File: src/rtl/clk_switch_ctrl.sv
// Clock-select switch sequencer: quiesces downstream logic, flips the registered
// select for a glitch-free clock mux, waits for the select to settle, then releases.
module clk_switch_ctrl #(
  parameter int unsigned SETTLE_CYCLES  = 8,
  parameter int unsigned TIMEOUT_CYCLES = 64,
  parameter bit          RESET_SEL      = 1'b0
) (
  input  logic clk,
  input  logic rst,
  input  logic req_valid,
  input  logic req_sel,
  output logic req_ready,
  output logic sel,
  output logic quiesce_req,
  input  logic quiesce_ack,
  output logic busy,
  output logic done,
  output logic err
);

  localparam int unsigned TW = (TIMEOUT_CYCLES < 2) ? 1 : $clog2(TIMEOUT_CYCLES + 1);
  localparam int unsigned SW = (SETTLE_CYCLES < 2) ? 1 : $clog2(SETTLE_CYCLES + 1);
  localparam logic [TW-1:0] TIMEOUT_LAST = TW'(TIMEOUT_CYCLES - 1);
  localparam logic [SW-1:0] SETTLE_LOAD  = SW'(SETTLE_CYCLES);
  localparam logic [SW-1:0] SETTLE_LAST  = SW'(1);

  typedef enum logic [1:0] {
    IDLE    = 2'd0,
    QUIESCE = 2'd1,
    SETTLE  = 2'd2,
    RELEASE = 2'd3
  } state_e;

  state_e        state_q;
  logic          sel_q;
  logic          target_q;
  logic          quiesce_req_q;
  logic          done_q;
  logic          err_q;
  logic [TW-1:0] tcnt_q;
  logic [SW-1:0] scnt_q;

  always_ff @(posedge clk) begin
    if (rst) begin
      state_q       <= IDLE;
      sel_q         <= RESET_SEL;
      target_q      <= RESET_SEL;
      quiesce_req_q <= 1'b0;
      done_q        <= 1'b0;
      err_q         <= 1'b0;
      tcnt_q        <= '0;
      scnt_q        <= '0;
    end else begin
      done_q <= 1'b0;
      err_q  <= 1'b0;
      unique case (state_q)
        IDLE: begin
          // Acceptance uses the same decode as req_ready so the two never disagree.
          if (req_valid && !done_q && !err_q) begin
            if (req_sel == sel_q) begin
              done_q <= 1'b1;
            end else begin
              target_q      <= req_sel;
              tcnt_q        <= '0;
              quiesce_req_q <= 1'b1;
              state_q       <= QUIESCE;
            end
          end
        end
        QUIESCE: begin
          // Ack takes priority over a timeout expiring on the same edge.
          if (quiesce_ack) begin
            sel_q   <= target_q;
            scnt_q  <= SETTLE_LOAD;
            state_q <= SETTLE;
          end else if (tcnt_q == TIMEOUT_LAST) begin
            quiesce_req_q <= 1'b0;
            err_q         <= 1'b1;
            tcnt_q        <= '0;
            state_q       <= IDLE;
          end else begin
            tcnt_q <= tcnt_q + TW'(1);
          end
        end
        SETTLE: begin
          if (scnt_q == SETTLE_LAST) begin
            scnt_q        <= '0;
            quiesce_req_q <= 1'b0;
            state_q       <= RELEASE;
          end else begin
            scnt_q <= scnt_q - SW'(1);
          end
        end
        RELEASE: begin
          if (!quiesce_ack) begin
            done_q  <= 1'b1;
            state_q <= IDLE;
          end
        end
        default: state_q <= IDLE;
      endcase
    end
  end

  assign req_ready   = (state_q == IDLE) && !done_q && !err_q;
  assign busy        = (state_q != IDLE);
  assign sel         = sel_q;
  assign quiesce_req = quiesce_req_q;
  assign done        = done_q;
  assign err         = err_q;

endmodule

File: config.mk
export PLATFORM = sky130hd
export DESIGN_NAME = clk_switch_ctrl
export DESIGN_NICKNAME = d
export VERILOG_FILES = /design/src/rtl/clk_switch_ctrl.sv
export SDC_FILE = /design/constraint.sdc
export NUM_CORES = 1
export LEC_CHECK = 0
export ABC_AREA = 1
export BUFFER_PORTS_ARGS = -buffer_cell sky130_fd_sc_hd__buf_2
export CAP_MARGIN = 0
export CELL_PAD_IN_SITES_DETAIL_PLACEMENT = 1
export CELL_PAD_IN_SITES_GLOBAL_PLACEMENT = 2
export CORE_AREA = 2 2 65 67
export DETAILED_ROUTE_END_ITERATION = 8
export DIE_AREA = 0 0 67 69
export PLACE_DENSITY_LB_ADDON = 0.1
export REMOVE_ABC_BUFFERS = 1
export SLEW_MARGIN = 20
export SYNTH_ARGS = -nofsm -noshare
export SYNTH_HDL_FRONTEND = slang
export SYNTH_SLANG_ARGS = --single-unit
File: constraint.sdc
create_clock -name clk -period 1.5 [get_ports clk]
set_input_delay 0 -clock clk [delete_from_list [all_inputs] [get_ports clk]]
set_output_delay 0 -clock clk [all_outputs]
set_load 0.1 [all_outputs]
### Word-level counts from Yosys, hierarchy flattened

Cells that the tools add are included.

* register bits: 18
* output and inout bits: 6

* add/subtract/negate cells: 2
* bitwise logic cells: 2
* eq/ne operators: 14
* mux-type cells: 26
* reductions and logical operators: 18

Operators by type and width (number)
* $mux W7: 4
* $ne A2 B2 Y1 const B: 7
* $pmux W7 S2: 1
* $mux W2: 6
* $mux W1: 9
* $mux W4: 2
* $pmux W2 S4: 1
* $pmux W4 S2: 1
* $add A7 B1 Y7 const B: 1
* $eq A7 B6 Y1 const B: 1
* $reduce_and A6 Y1: 1
* $reduce_bool A2 Y1: 3
* $reduce_and A5 Y1: 1
* $eq A2 B2 Y1 const B: 2
* $eq A4 B1 Y1 const B: 1
* $logic_and A1 B1 Y1: 4
* $reduce_and A2 Y1: 2
* $reduce_and A4 Y1: 1
* $sub A4 B1 Y4 const B: 1
* $ne A3 B3 Y1 const B: 1
* $pmux W1 S3: 1
* $reduce_and A3 Y1: 1
* $reduce_bool A3 Y1: 1
* $reduce_or A3 Y1: 1
* other kinds (6): 8

### Depth between registers and ports, before layout

Gate-level depths: netlist (run 1).

* depth after elaboration: 5
* mapped depth: 10
* gate-level depth less buffers: 10

### Worst setup path after synthesis (run 1)

No wires, ideal clock.

* kind: reg2out
* from: reg done_q (netlist: done)
* to: out req_ready
* cell stages (with the launch flop): 4
* data arrival time: 2.124 ns
* slack: -0.624 ns
* cell sequence: dfxtp_1 inv_1 nand2_1 nor2_1

* longest elaborated chain between the ends: 3

RTL lines
* start: declaration: RTL line 38 `logic done_q;`
* start signal: assignment: RTL line 49 `done_q <= 1'b0;`
* start signal: assignment: RTL line 54 `done_q <= 1'b0;`
* start signal: assignment: RTL line 61 `done_q <= 1'b1;`
* $logic_not A1 Y1: RTL line 105 `assign req_ready = (state_q == IDLE) && !done_q && !err_q;`
* $logic_and A1 B1 Y1 (2 in series): RTL line 105
* end: declaration: RTL line 12 `output logic req_ready,`

No other way between the ends.

### Final worst setup path (run 1)

* from: reg state_q[0]
* to: reg state_q[0]

* longest elaborated chain between the ends: 3
* elaborated cells between the ends (all ways): 11
* classes of those cells: eq/ne (8); mux (1); reduce/logical (2)

RTL lines
* start: declaration: RTL line 34 `state_e state_q;`
* start signal: assignment: RTL line 45 `state_q <= IDLE;`
* start signal: assignment: RTL line 66 `state_q <= QUIESCE;`
* start signal: assignment: RTL line 75 `state_q <= SETTLE;`
* $eq A2 B1 Y1 (tied with other cells): RTL line 56 `unique case (state_q)`
* $ne A3 B3 Y1 (no source line) or $ne A2 B2 Y1 (tied branches)
* $reduce_and A5 Y1 (no source line)

Several ways; a longest one is shown, not always the timed one.
A chain may end at the register's enable or synchronous reset.

==> results of run 1 <==
sequential cells by signal, summed over array words and instances, names as in the netlist, named ones only:
register	count
err	1
state_q	1
scnt_q	4
target_q	1
tcnt_q	7
done	1
quiesce_req	1
sel	1
timing repair:
| item | 4_1_cts | 5_1_grt |
|---|---|---|
| pin swaps | 2 | 6 |
| resized for setup | 7 | 14 |
| setup buffers | 2 | 2 |
| setup endpoints to repair | 11 | 11 |
| cloned | 0 | 1 |
metal layers:
layer | GRT usage (%) | wire length [um] | vias to the layer above
met1 | 18.0 | 1470 | 493
met4 | 2.72 | 17 | 0
met2 | 22.7 | 1440 | 10
met5 | 0 | 0 | -
met3 | 2.45 | 79 | 2
li1 | - | - | 561
cells by family after synthesis:
family | share of synthesized area, %
XOR/XNOR | 0.797
flip-flops | 32.8
AO/OA/AOI/OAI | 11.6
buffers and inverters | 7.63
AND/OR/NAND/NOR | 36.9
adder cells (fa/ha/maj) | 10.3
power by group:
group	internal [uW]	total (uW)	leakage [uW]	switching, uW
registers	573	641	0.000147	68.9
clock network	234	420	0.0000288	186
logic	800	2220	0.000465	1420
total	1610	3280	0.000641	1670
per-stage QoR:
stage	cells	utilization (%)	TNS [ns]
6_report	236	38.1	0
5_1_grt	236	38.1	-0.134
4_1_cts	233	35.9	-0.00988
3_5_place_dp	227	33.7	-0.0987
3_3_place_gp	227	33.7	-0.0574
2_1_floorplan	156	-	-3.70
worst register-to-register path: cells and delay by family (launching register included):
kind / cells / cell delay [ns]
simple gates: 7 / 0.63
flops: 1 / 0.35
fa+ha+maj: 1 / 0.22
buf+inv: 2 / 0.18
cell type report:
type,count,area [sq um],area share [%]
tap,50,62.6,4.20
timing repair buffer,25,196,13.2
sequential,18,364,24.4
clock buffer,4,55.1,3.69
multi-input combinational,118,733,49.2
inverter,21,78.8,5.29
worst min path at each step:
stage | start | to | slack [ns]
6_report | req_sel | target_q | 0.05
5_1_grt | req_sel | target_q | 0.07
4_1_cts | rst | scnt_q[1] | 0.05
3_5_place_dp | req_sel | target_q | 0.33
3_3_place_gp | req_sel | target_q | 0.32
2_1_floorplan | rst | scnt_q[1] | 0.07
layout by cell type (no fill, tap or decap), drive strengths merged:
cell    instances
nand2          43
nor2           27
buf            25
inv            21
dfxtp          18
a21oi          10
nand3           9
ha              9
o21ai           6
nor3            5
clkbuf          4
nand4           2
nand3b          2
a31oi           2
a211oi          2
xor2            1
==> flow_results.xml, run 1 <==
<?xml version="1.0" encoding="UTF-8"?>
<metrics>
  <group name="finish">
    <metric name="area_delta_synth_final" unit="%">35.6</metric>
    <metric name="fill_cell_total_of_the_finished_layout" unit="">519</metric>
    <metric name="finish.net_count" unit="">201</metric>
    <metric name="number_of_diodes_added_for_antenna_fixing" unit="">0</metric>
    <metric name="drive_gt1_share" unit="%">31.7</metric>
    <metric name="design_area" unit="sq um">1490</metric>
  </group>
  <group name="timing">
    <metric name="postLayoutSetupSlackWorst" unit="ns">0.0459</metric>
    <metric name="timing_hold_violations_final" unit="">0</metric>
    <metric name="fin_skew" unit="ns">0.00284</metric>
    <metric name="whs" unit="ns">0.0541</metric>
    <metric name="setup_viol_count_final" unit="">0</metric>
    <metric name="max_freq" unit="MHz">688</metric>
    <metric name="slew_headroom" unit="%">67.7</metric>
    <metric name="grt_setup_unrepaired" unit="">yes</metric>
    <metric name="layout_min_cycle_time" unit="ns">1.45</metric>
    <metric name="max_slew.worst_pin.slew" unit="ns">0.488</metric>
    <metric name="finalMaxSlewViolations" unit="">0</metric>
    <metric name="final.period_utilization" unit="%">96.9</metric>
  </group>
  <group name="flow_run">
    <metric name="max_cap_viol_count" unit="">0</metric>
  </group>
  <group name="detailed_routing">
    <metric name="drt-pass1-iter-count" unit="">4</metric>
    <metric name="detail_route.drc_violations" unit="">0</metric>
    <metric name="via_count" unit="">1066</metric>
    <metric name="first_iteration_detailed_routing_drc_count" unit="">12</metric>
    <metric name="routed_wire_length_per_instance" unit="um">12.7</metric>
    <metric name="viasPerCell" unit="">4.52</metric>
    <metric name="ant_nets" unit="">0</metric>
    <metric name="drt_wl_total" unit="um">3010</metric>
  </group>
  <group name="placement">
    <metric name="io_buffers" unit="">10</metric>
    <metric name="dpl-instance-area" unit="sq um">1320</metric>
    <metric name="place_ws" unit="ns">-0.0582</metric>
    <metric name="dpl.hpwl" unit="um">2340</metric>
    <metric name="gp_congestion" unit="">0.805</metric>
  </group>
  <group name="global_routing">
    <metric name="antenna_found_initial" unit="">0</metric>
    <metric name="grt_start_max_net_pins" unit="">11</metric>
    <metric name="vias_in_the_first_global_route" unit="">1089</metric>
    <metric name="global_route.usage.total" unit="%">13.6</metric>
    <metric name="overflow" unit="">0</metric>
    <metric name="global_route_wire_length_before_repair" unit="um">4910</metric>
  </group>
  <group name="logic_synthesis">
    <metric name="syn_avg_cell_area" unit="sq um">7.00</metric>
    <metric name="synth_top_cell_area_share" unit="%">32.8</metric>
    <metric name="synth_unique_cells" unit="">24</metric>
    <metric name="synth_cells" unit="">157</metric>
    <metric name="yosysWarningCount" unit="">0</metric>
    <metric name="synth-edff-count" unit="">0</metric>
    <metric name="synth_sequential_area_ratio" unit="%">32.8</metric>
    <metric name="post_synth_most_frequent_cells" unit="">nand2_1 (37), nor2_1 (22), inv_1 (20), dfxtp_1 (18)</metric>
    <metric name="synth.ff_latch_count" unit="">18</metric>
    <metric name="mappedNetlistArea" unit="sq um">1100</metric>
    <metric name="yosys-top-cells-area" unit="">dfxtp_1 (33%), nand2_1 (13%), ha_1 (10%)</metric>
    <metric name="synth_area_leader_cell" unit="">dfxtp_1</metric>
    <metric name="yosys.cell_count.top_type" unit="">nand2_1</metric>
    <metric name="postSynth.asyncResetShare" unit="%">0</metric>
    <metric name="yosys_most_used_dff" unit="">dfxtp_1</metric>
  </group>
  <group name="power">
    <metric name="power" unit="uW">3280</metric>
    <metric name="power_density" unit="nW/um^2">2200</metric>
    <metric name="p_leak" unit="uW">0.000641</metric>
    <metric name="worst_ir_drop_vdd" unit="mV">0.843</metric>
  </group>
  <group name="floorplanning">
    <metric name="design.portCount" unit="">11</metric>
    <metric name="starting_density" unit="%">28.1</metric>
    <metric name="core" unit="sq um">3910</metric>
    <metric name="chipHeight" unit="um">69</metric>
    <metric name="design.die.area" unit="sq um">4620</metric>
    <metric name="floorplan.die.width" unit="um">67</metric>
    <metric name="num_rows" unit="">23</metric>
  </group>
  <group name="worst_setup_path">
    <metric name="setup.worst_path.end_class" unit="">flip-flop</metric>
    <metric name="worst_r2r_path_depth" unit="">10</metric>
    <metric name="worstPathArrival" unit="ns">1.64</metric>
    <metric name="cell_mode_on_critical_path" unit="">nand2_1</metric>
    <metric name="reg2reg_to" unit="">state_q[0]</metric>
    <metric name="cp_num_buf_inv" unit="">2</metric>
    <metric name="timing.critical_path.max_delay_family" unit="">simple AND/OR/NAND/NOR gates</metric>
    <metric name="reg2reg_setup_slack" unit="ns">0.05</metric>
    <metric name="setup.worst_path.start" unit="">state_q[0]</metric>
    <metric name="worst_path_maximum_fanout" unit="">4</metric>
    <metric name="critical-path-slowest-cell" unit="">dfxtp_2</metric>
    <metric name="timing.rr.start" unit="">state_q[0]</metric>
    <metric name="worst-path-stages" unit="">10</metric>
    <metric name="cp-start-kind" unit="">flip-flop</metric>
    <metric name="critPathKind" unit="">reg2reg</metric>
    <metric name="slowest_delay" unit="ns">0.35</metric>
    <metric name="worst_ep_required_time" unit="ns">1.69</metric>
    <metric name="worstPathCellList" unit="">inv_2 &gt; buf_6 &gt; ha_1 &gt; nand2_2 &gt; nand2_2 &gt; nor2_4 &gt; nand2_1 &gt; nand2_1 &gt; nand2_1 &gt; nor2_1</metric>
    <metric name="critical_path_destination" unit="">state_q[0]</metric>
  </group>
  <group name="clock_tree">
    <metric name="cts_hold_repair.buffers" unit="">0</metric>
    <metric name="tritoncts" unit="">built</metric>
    <metric name="worst_setup_hold_path_clk_slew" unit="ns">0.08</metric>
    <metric name="htreeDepth" unit="">1</metric>
    <metric name="cts_root_buf" unit="">clkbuf_8</metric>
    <metric name="clk-insertion-delay-late" unit="ns">0.26</metric>
    <metric name="tritoncts_num_sinks" unit="">18</metric>
    <metric name="cts_buffers" unit="">3</metric>
    <metric name="clockBufferDepth" unit="">2</metric>
  </group>
  <group name="worst_hold_path">
    <metric name="hold_path_class" unit="">in2reg</metric>
    <metric name="worst_hold_path_cell_count" unit="">3</metric>
  </group>
  <group name="run_status">
    <metric name="outcome" unit="">finished clean</metric>
  </group>
</metrics>
No activity file was read; power rests on OpenSTA's default activity.
==> run 2: changes to the inputs <==
CORE_AREA = 2 2 60 62   (was 2 2 65 67)
DIE_AREA = 0 0 62 64   (was 0 0 67 69)
clock period = 1.7 ns   (was 1.5 ns; I/O delays follow)
==> flow_results.xml, run 2 (synthesis results as in run 1) <==
<?xml version="1.0" encoding="UTF-8"?>
<metrics>
  <group name="run_status">
    <metric name="outcome" unit="">finished clean</metric>
  </group>
  <group name="global_routing">
    <metric name="global_route_wire_length_before_repair" unit="um">4550</metric>
    <metric name="antenna_found_initial" unit="">0</metric>
    <metric name="global_route.usage.total" unit="%">15.4</metric>
    <metric name="grt_start_max_net_pins" unit="">11</metric>
    <metric name="overflow" unit="">0</metric>
    <metric name="vias_in_the_first_global_route" unit="">1032</metric>
  </group>
  <group name="detailed_routing">
    <metric name="met3_length" unit="um">71</metric>
    <metric name="detail_route.drc_violations" unit="">0</metric>
    <metric name="route.top_layer_used" unit="">met4</metric>
    <metric name="drt-pass1-iter-count" unit="">4</metric>
    <metric name="drt_wl_total" unit="um">2670</metric>
    <metric name="ant_nets" unit="">0</metric>
    <metric name="via_count" unit="">1015</metric>
    <metric name="first_iteration_detailed_routing_drc_count" unit="">17</metric>
    <metric name="viasPerCell" unit="">4.68</metric>
    <metric name="met2_length" unit="um">1240</metric>
    <metric name="routed_wire_length_per_instance" unit="um">12.3</metric>
    <metric name="wl_met1" unit="um">1310</metric>
  </group>
  <group name="placement">
    <metric name="dpl-instance-area" unit="sq um">1200</metric>
    <metric name="place_ws" unit="ns">0.0615</metric>
    <metric name="dpl.hpwl" unit="um">2130</metric>
    <metric name="gp_congestion" unit="">0.824</metric>
    <metric name="io_buffers" unit="">10</metric>
  </group>
  <group name="finish">
    <metric name="drive_gt1_share" unit="%">18.7</metric>
    <metric name="largest_register" unit="">tcnt_q</metric>
    <metric name="number_of_diodes_added_for_antenna_fixing" unit="">0</metric>
    <metric name="largest_register_ffs" unit="">7</metric>
    <metric name="area_delta_synth_final" unit="%">15.1</metric>
    <metric name="layout.cells.most_common_list" unit="">nand2_1 (37), nor2_1 (22), inv_1 (20)</metric>
    <metric name="design_area" unit="sq um">1260</metric>
    <metric name="finish.net_count" unit="">186</metric>
    <metric name="fin_util" unit="%">38.5</metric>
    <metric name="largest_registers_ranked_by_flip_flop_count" unit="">tcnt_q (7), scnt_q (4)</metric>
    <metric name="layout.cells.most_common" unit="">nand2_1</metric>
  </group>
  <group name="worst_setup_path">
    <metric name="worst_ep_required_time" unit="ns">1.70</metric>
    <metric name="worst_path_maximum_fanout" unit="">5</metric>
    <metric name="worst_r2r_path_depth" unit="">10</metric>
    <metric name="reg2reg_setup_slack" unit="ns">0.17</metric>
    <metric name="setup.worst_path.end_class" unit="">primary output</metric>
    <metric name="critPathKind" unit="">reg2out</metric>
    <metric name="reg2reg_to" unit="">quiesce_req</metric>
    <metric name="setup.worst_path.start" unit="">state_q[0]</metric>
    <metric name="worstPathArrival" unit="ns">1.56</metric>
    <metric name="critical_path_destination" unit="">req_ready</metric>
    <metric name="cp-start-kind" unit="">flip-flop</metric>
  </group>
  <group name="floorplanning">
    <metric name="design.die.area" unit="sq um">3970</metric>
    <metric name="starting_density" unit="%">33.4</metric>
    <metric name="floorplan.die.width" unit="um">62</metric>
    <metric name="num_rows" unit="">21</metric>
    <metric name="core" unit="sq um">3280</metric>
    <metric name="design.portCount" unit="">11</metric>
    <metric name="chipHeight" unit="um">64</metric>
  </group>
  <group name="power">
    <metric name="worst_ir_drop_vdd" unit="mV">0.520</metric>
    <metric name="p_leak" unit="uW">0.000548</metric>
    <metric name="power_density" unit="nW/um^2">1840</metric>
  </group>
  <group name="timing">
    <metric name="final.period_utilization" unit="%">92.0</metric>
    <metric name="slew_headroom" unit="%">67.8</metric>
    <metric name="layout_min_cycle_time" unit="ns">1.56</metric>
    <metric name="setup_viol_count_final" unit="">0</metric>
    <metric name="fin_skew" unit="ns">0.0120</metric>
    <metric name="max_slew.worst_pin.slew" unit="ns">0.486</metric>
    <metric name="timing_hold_violations_final" unit="">0</metric>
    <metric name="postLayoutSetupSlackWorst" unit="ns">0.135</metric>
    <metric name="finalMaxSlewViolations" unit="">0</metric>
    <metric name="grt_setup_unrepaired" unit="">yes</metric>
    <metric name="max_freq" unit="MHz">639</metric>
  </group>
  <group name="clock_tree">
    <metric name="cts_buffers" unit="">3</metric>
    <metric name="clockBufferDepth" unit="">2</metric>
    <metric name="tritoncts_num_sinks" unit="">18</metric>
    <metric name="htreeDepth" unit="">1</metric>
    <metric name="cts_root_buf" unit="">clkbuf_4</metric>
    <metric name="cts.repair_timing.setup_buffer_count" unit="">0</metric>
    <metric name="tritoncts" unit="">built</metric>
    <metric name="worst_setup_hold_path_clk_slew" unit="ns">0.13</metric>
    <metric name="clk-insertion-delay-late" unit="ns">0.32</metric>
  </group>
  <group name="flow_run">
    <metric name="max_cap_viol_count" unit="">0</metric>
  </group>
  <group name="worst_hold_path">
    <metric name="hold_path_class" unit="">in2reg</metric>
  </group>
</metrics>
[run 2: cell count changes in the layout (fill, tap and decap cells not counted), moves of 2 or more]
cell / previous run / this run
buf_4: 14 / 1
clkbuf_4: 0 / 4
clkbuf_8: 4 / 1
ha_1: 4 / 7
ha_4: 3 / 0
inv_1: 17 / 20
inv_2: 4 / 1
buf_12: 2 / 0
nand2_1: 35 / 37
nand2_2: 6 / 4
[run 2: how the worst min path moves through the flow]
stage / startpoint / end / slack [ns] / depth (start not counted)
finish: rst / tcnt_q[1] / 0.01 / 2
global route: rst / scnt_q[1] / 0.008 / 2
CTS: rst / scnt_q[1] / 0.008 / 2
detailed placement: req_sel / target_q / 0.32 / 3
global placement: req_sel / target_q / 0.31 / 3
floorplan: rst / scnt_q[1] / 0.07 / 1
[run 2: through the flow]
| stage | TNS [ns] | hold slack (ns) | power, uW | instances |
|---|---|---|---|---|
| global placement | 0 | 0.313 | 1980 | 212 |
| floorplan | -1.18 | 0.0691 | 1740 | 156 |
| global route | -0.0192 | 0.00845 | 2520 | 217 |
| detailed placement | 0 | 0.322 | 2010 | 212 |
| CTS | 0 | 0.00760 | 2330 | 217 |
| finish | 0 | 0.0119 | 2330 | 217 |
[run 2: final cells by class]
| type | count | area [sq um] |
|---|---|---|
| repair buffers | 11 | 65.1 |
| flip-flops and latches | 18 | 363 |
| inverters | 21 | 78.8 |
| well taps | 46 | 57.6 |
| fillers | 430 | 2020 |
| clock buffers | 4 | 36.3 |
| multi-input cells | 117 | 664 |
[run 2: critical path: stages (launching register included)]
cell     delay (ns)
dfxtp_2        0.37
inv_1          0.15
ha_1           0.27
nand2_1        0.07
nor2_1         0.09
buf_4          0.29
[run 2: power by group]
part / total (uW) / switching (uW) / leakage, uW / internal (uW)
combinational: 1460 / 1070 / 0.000380 / 389
clock: 293 / 162 / 0.0000210 / 131
sequential: 571 / 65.9 / 0.000147 / 505
[run 2: routing by layer]
layer  global-route usage, %  up-vias
li1                        -      527
met1                    20.1      470
met2                    24.7       13
met3                    2.63        5
met4                    5.59        0
met5                       0        -
[run 2: repair_timing]
item | 4_1_cts | 5_1_grt
endpoints found under the setup margin | 1 | 11
hold buffers | 1 | 0
gates resized for setup | 1 | 6
endpoints found under the hold margin | 1 | 0
==> run 3: changes to the inputs <==
RECOVER_POWER = 25   (was default)
==> flow_results.xml, run 3 (synthesis results as in run 1) <==
<?xml version="1.0" encoding="UTF-8"?>
<metrics>
  <group name="floorplanning">
    <metric name="starting_density" unit="%">33.4</metric>
    <metric name="floorplan.die.width" unit="um">62</metric>
    <metric name="core" unit="sq um">3280</metric>
    <metric name="design.die.area" unit="sq um">3970</metric>
    <metric name="design.portCount" unit="">11</metric>
    <metric name="chipHeight" unit="um">64</metric>
    <metric name="num_rows" unit="">21</metric>
  </group>
  <group name="global_routing">
    <metric name="global_route_wire_length_before_repair" unit="um">4550</metric>
    <metric name="vias_in_the_first_global_route" unit="">1032</metric>
    <metric name="grt_start_max_net_pins" unit="">11</metric>
    <metric name="overflow" unit="">0</metric>
    <metric name="antenna_found_initial" unit="">0</metric>
    <metric name="global_route.usage.total" unit="%">15.4</metric>
  </group>
  <group name="worst_hold_path">
    <metric name="hold_path_class" unit="">in2reg</metric>
    <metric name="min_delay_worst_endpoint" unit="">tcnt_q[1]</metric>
    <metric name="worst_hold_path_cell_count" unit="">2</metric>
    <metric name="worstHoldStart" unit="">rst</metric>
  </group>
  <group name="detailed_routing">
    <metric name="via_count" unit="">1015</metric>
    <metric name="ant_nets" unit="">0</metric>
    <metric name="drt_wl_total" unit="um">2670</metric>
    <metric name="first_iteration_detailed_routing_drc_count" unit="">17</metric>
    <metric name="detail_route.drc_violations" unit="">0</metric>
    <metric name="routed_wire_length_per_instance" unit="um">12.3</metric>
    <metric name="drt-pass1-iter-count" unit="">4</metric>
    <metric name="viasPerCell" unit="">4.68</metric>
  </group>
  <group name="clock_tree">
    <metric name="clockBufferDepth" unit="">2</metric>
    <metric name="cts_root_buf" unit="">clkbuf_4</metric>
    <metric name="cts_buffers" unit="">3</metric>
    <metric name="tritoncts_num_sinks" unit="">18</metric>
    <metric name="htreeDepth" unit="">1</metric>
    <metric name="worst_setup_hold_path_clk_slew" unit="ns">0.13</metric>
    <metric name="clk-insertion-delay-late" unit="ns">0.32</metric>
    <metric name="tritoncts" unit="">built</metric>
  </group>
  <group name="timing">
    <metric name="slew_headroom" unit="%">64.0</metric>
    <metric name="setup_viol_count_final" unit="">0</metric>
    <metric name="timing_hold_violations_final" unit="">0</metric>
    <metric name="postLayoutSetupSlackWorst" unit="ns">0.135</metric>
    <metric name="grt_setup_unrepaired" unit="">yes</metric>
    <metric name="whs" unit="ns">0.0119</metric>
    <metric name="finalMaxSlewViolations" unit="">0</metric>
    <metric name="max_slew.worst_pin.slew" unit="ns">0.542</metric>
    <metric name="final.period_utilization" unit="%">92.1</metric>
    <metric name="layout_min_cycle_time" unit="ns">1.57</metric>
    <metric name="max_freq" unit="MHz">639</metric>
    <metric name="fin_skew" unit="ns">0.0121</metric>
  </group>
  <group name="placement">
    <metric name="gp_congestion" unit="">0.824</metric>
    <metric name="place_ws" unit="ns">0.0615</metric>
    <metric name="io_buffers" unit="">10</metric>
    <metric name="dpl-instance-area" unit="sq um">1200</metric>
    <metric name="dpl.hpwl" unit="um">2130</metric>
  </group>
  <group name="worst_setup_path">
    <metric name="worstPathArrival" unit="ns">1.57</metric>
    <metric name="worst_ep_required_time" unit="ns">1.70</metric>
    <metric name="cp-start-kind" unit="">flip-flop</metric>
    <metric name="critPathKind" unit="">reg2out</metric>
    <metric name="reg2reg_to" unit="">quiesce_req</metric>
    <metric name="reg2reg_setup_slack" unit="ns">0.17</metric>
    <metric name="worst_r2r_path_depth" unit="">10</metric>
    <metric name="setup.worst_path.end_class" unit="">primary output</metric>
    <metric name="worst_path_maximum_fanout" unit="">5</metric>
  </group>
  <group name="run_status">
    <metric name="outcome" unit="">finished clean</metric>
  </group>
  <group name="finish">
    <metric name="area_delta_synth_final" unit="%">15.1</metric>
    <metric name="finish.net_count" unit="">186</metric>
    <metric name="largest_register_ffs" unit="">7</metric>
    <metric name="fin_util" unit="%">38.5</metric>
    <metric name="largest_registers_ranked_by_flip_flop_count" unit="">tcnt_q (7), scnt_q (4)</metric>
    <metric name="drive_gt1_share" unit="%">18.7</metric>
    <metric name="design_area" unit="sq um">1260</metric>
    <metric name="layout.cells.most_common_list" unit="">nand2_1 (37), nor2_1 (22), inv_1 (20)</metric>
    <metric name="fill_cell_total_of_the_finished_layout" unit="">430</metric>
    <metric name="number_of_diodes_added_for_antenna_fixing" unit="">0</metric>
    <metric name="largest_register" unit="">tcnt_q</metric>
    <metric name="layout.cells.most_common" unit="">nand2_1</metric>
  </group>
  <group name="flow_run">
    <metric name="max_cap_viol_count" unit="">0</metric>
  </group>
  <group name="power">
    <metric name="p_leak" unit="uW">0.000545</metric>
    <metric name="power" unit="uW">2330</metric>
    <metric name="power_density" unit="nW/um^2">1840</metric>
    <metric name="worst_ir_drop_vdd" unit="mV">0.518</metric>
  </group>
</metrics>
[run 3: cell types whose count changed in the layout (fill, tap and decap cells not counted), sizes merged]
cell	before	now
clkbuf	5	9
buf	9	5
[run 3: critical path, cell delays in order, from the launching register on]
cell	delay, ns
dfxtp_2	0.37
inv_1	0.15
ha_1	0.27
nand2_1	0.07
nor2_1	0.09
buf_4	0.29
[run 3: power by group]
part	internal [uW]	leakage, uW	switching (uW)
sequential	505	0.000147	66.7
clock	131	0.0000210	162
combinational	388	0.000377	1070
[run 3: layer usage]
metal  wire length (um)  up-vias  GRT usage, %
met2               1240       13          24.7
li1                   -      527             -
met1               1310      470          20.1
met4                 51        0          5.59
met5                  0        -             0
met3                 76        5          2.63
[run 3: what timing repair did]
| action | in CTS | in global routing |
|---|---|---|
| buffers inserted | 0 | 0 |
| endpoints found under the setup margin | 1 | 11 |
| hold buffers | 1 | 0 |
| gates resized for setup | 1 | 6 |
| hold endpoints to repair | 1 | 0 |
[run 3: stage by stage]
step / cells / TNS (ns)
2_1_floorplan: 156 / -1.18
3_3_place_gp: 212 / 0
3_5_place_dp: 212 / 0
4_1_cts: 217 / 0
5_1_grt: 217 / -0.0192
6_report: 217 / 0
[run 3: final cells by class]
class,count,area (sq um),area share (%)
Sequential cell,18,363,28.7
Timing Repair Buffer,11,65.1,5.14
Multi-Input combinational cell,117,664,52.5
Inverter,21,78.8,6.23
Clock buffer,4,36.3,2.87
Tap cell,46,57.6,4.55
[run 3: worst max path at each step]
stage | from | cells after the start | end
2_1_floorplan | done | 3 | req_ready
4_1_cts | state_q[0] | 4 | busy
3_3_place_gp | flip-flop | 8 | tcnt_q[6]
5_1_grt | flip-flop | 10 | quiesce_req
3_5_place_dp | flip-flop | 8 | tcnt_q[6]
6_report | state_q[0] | 5 | req_ready
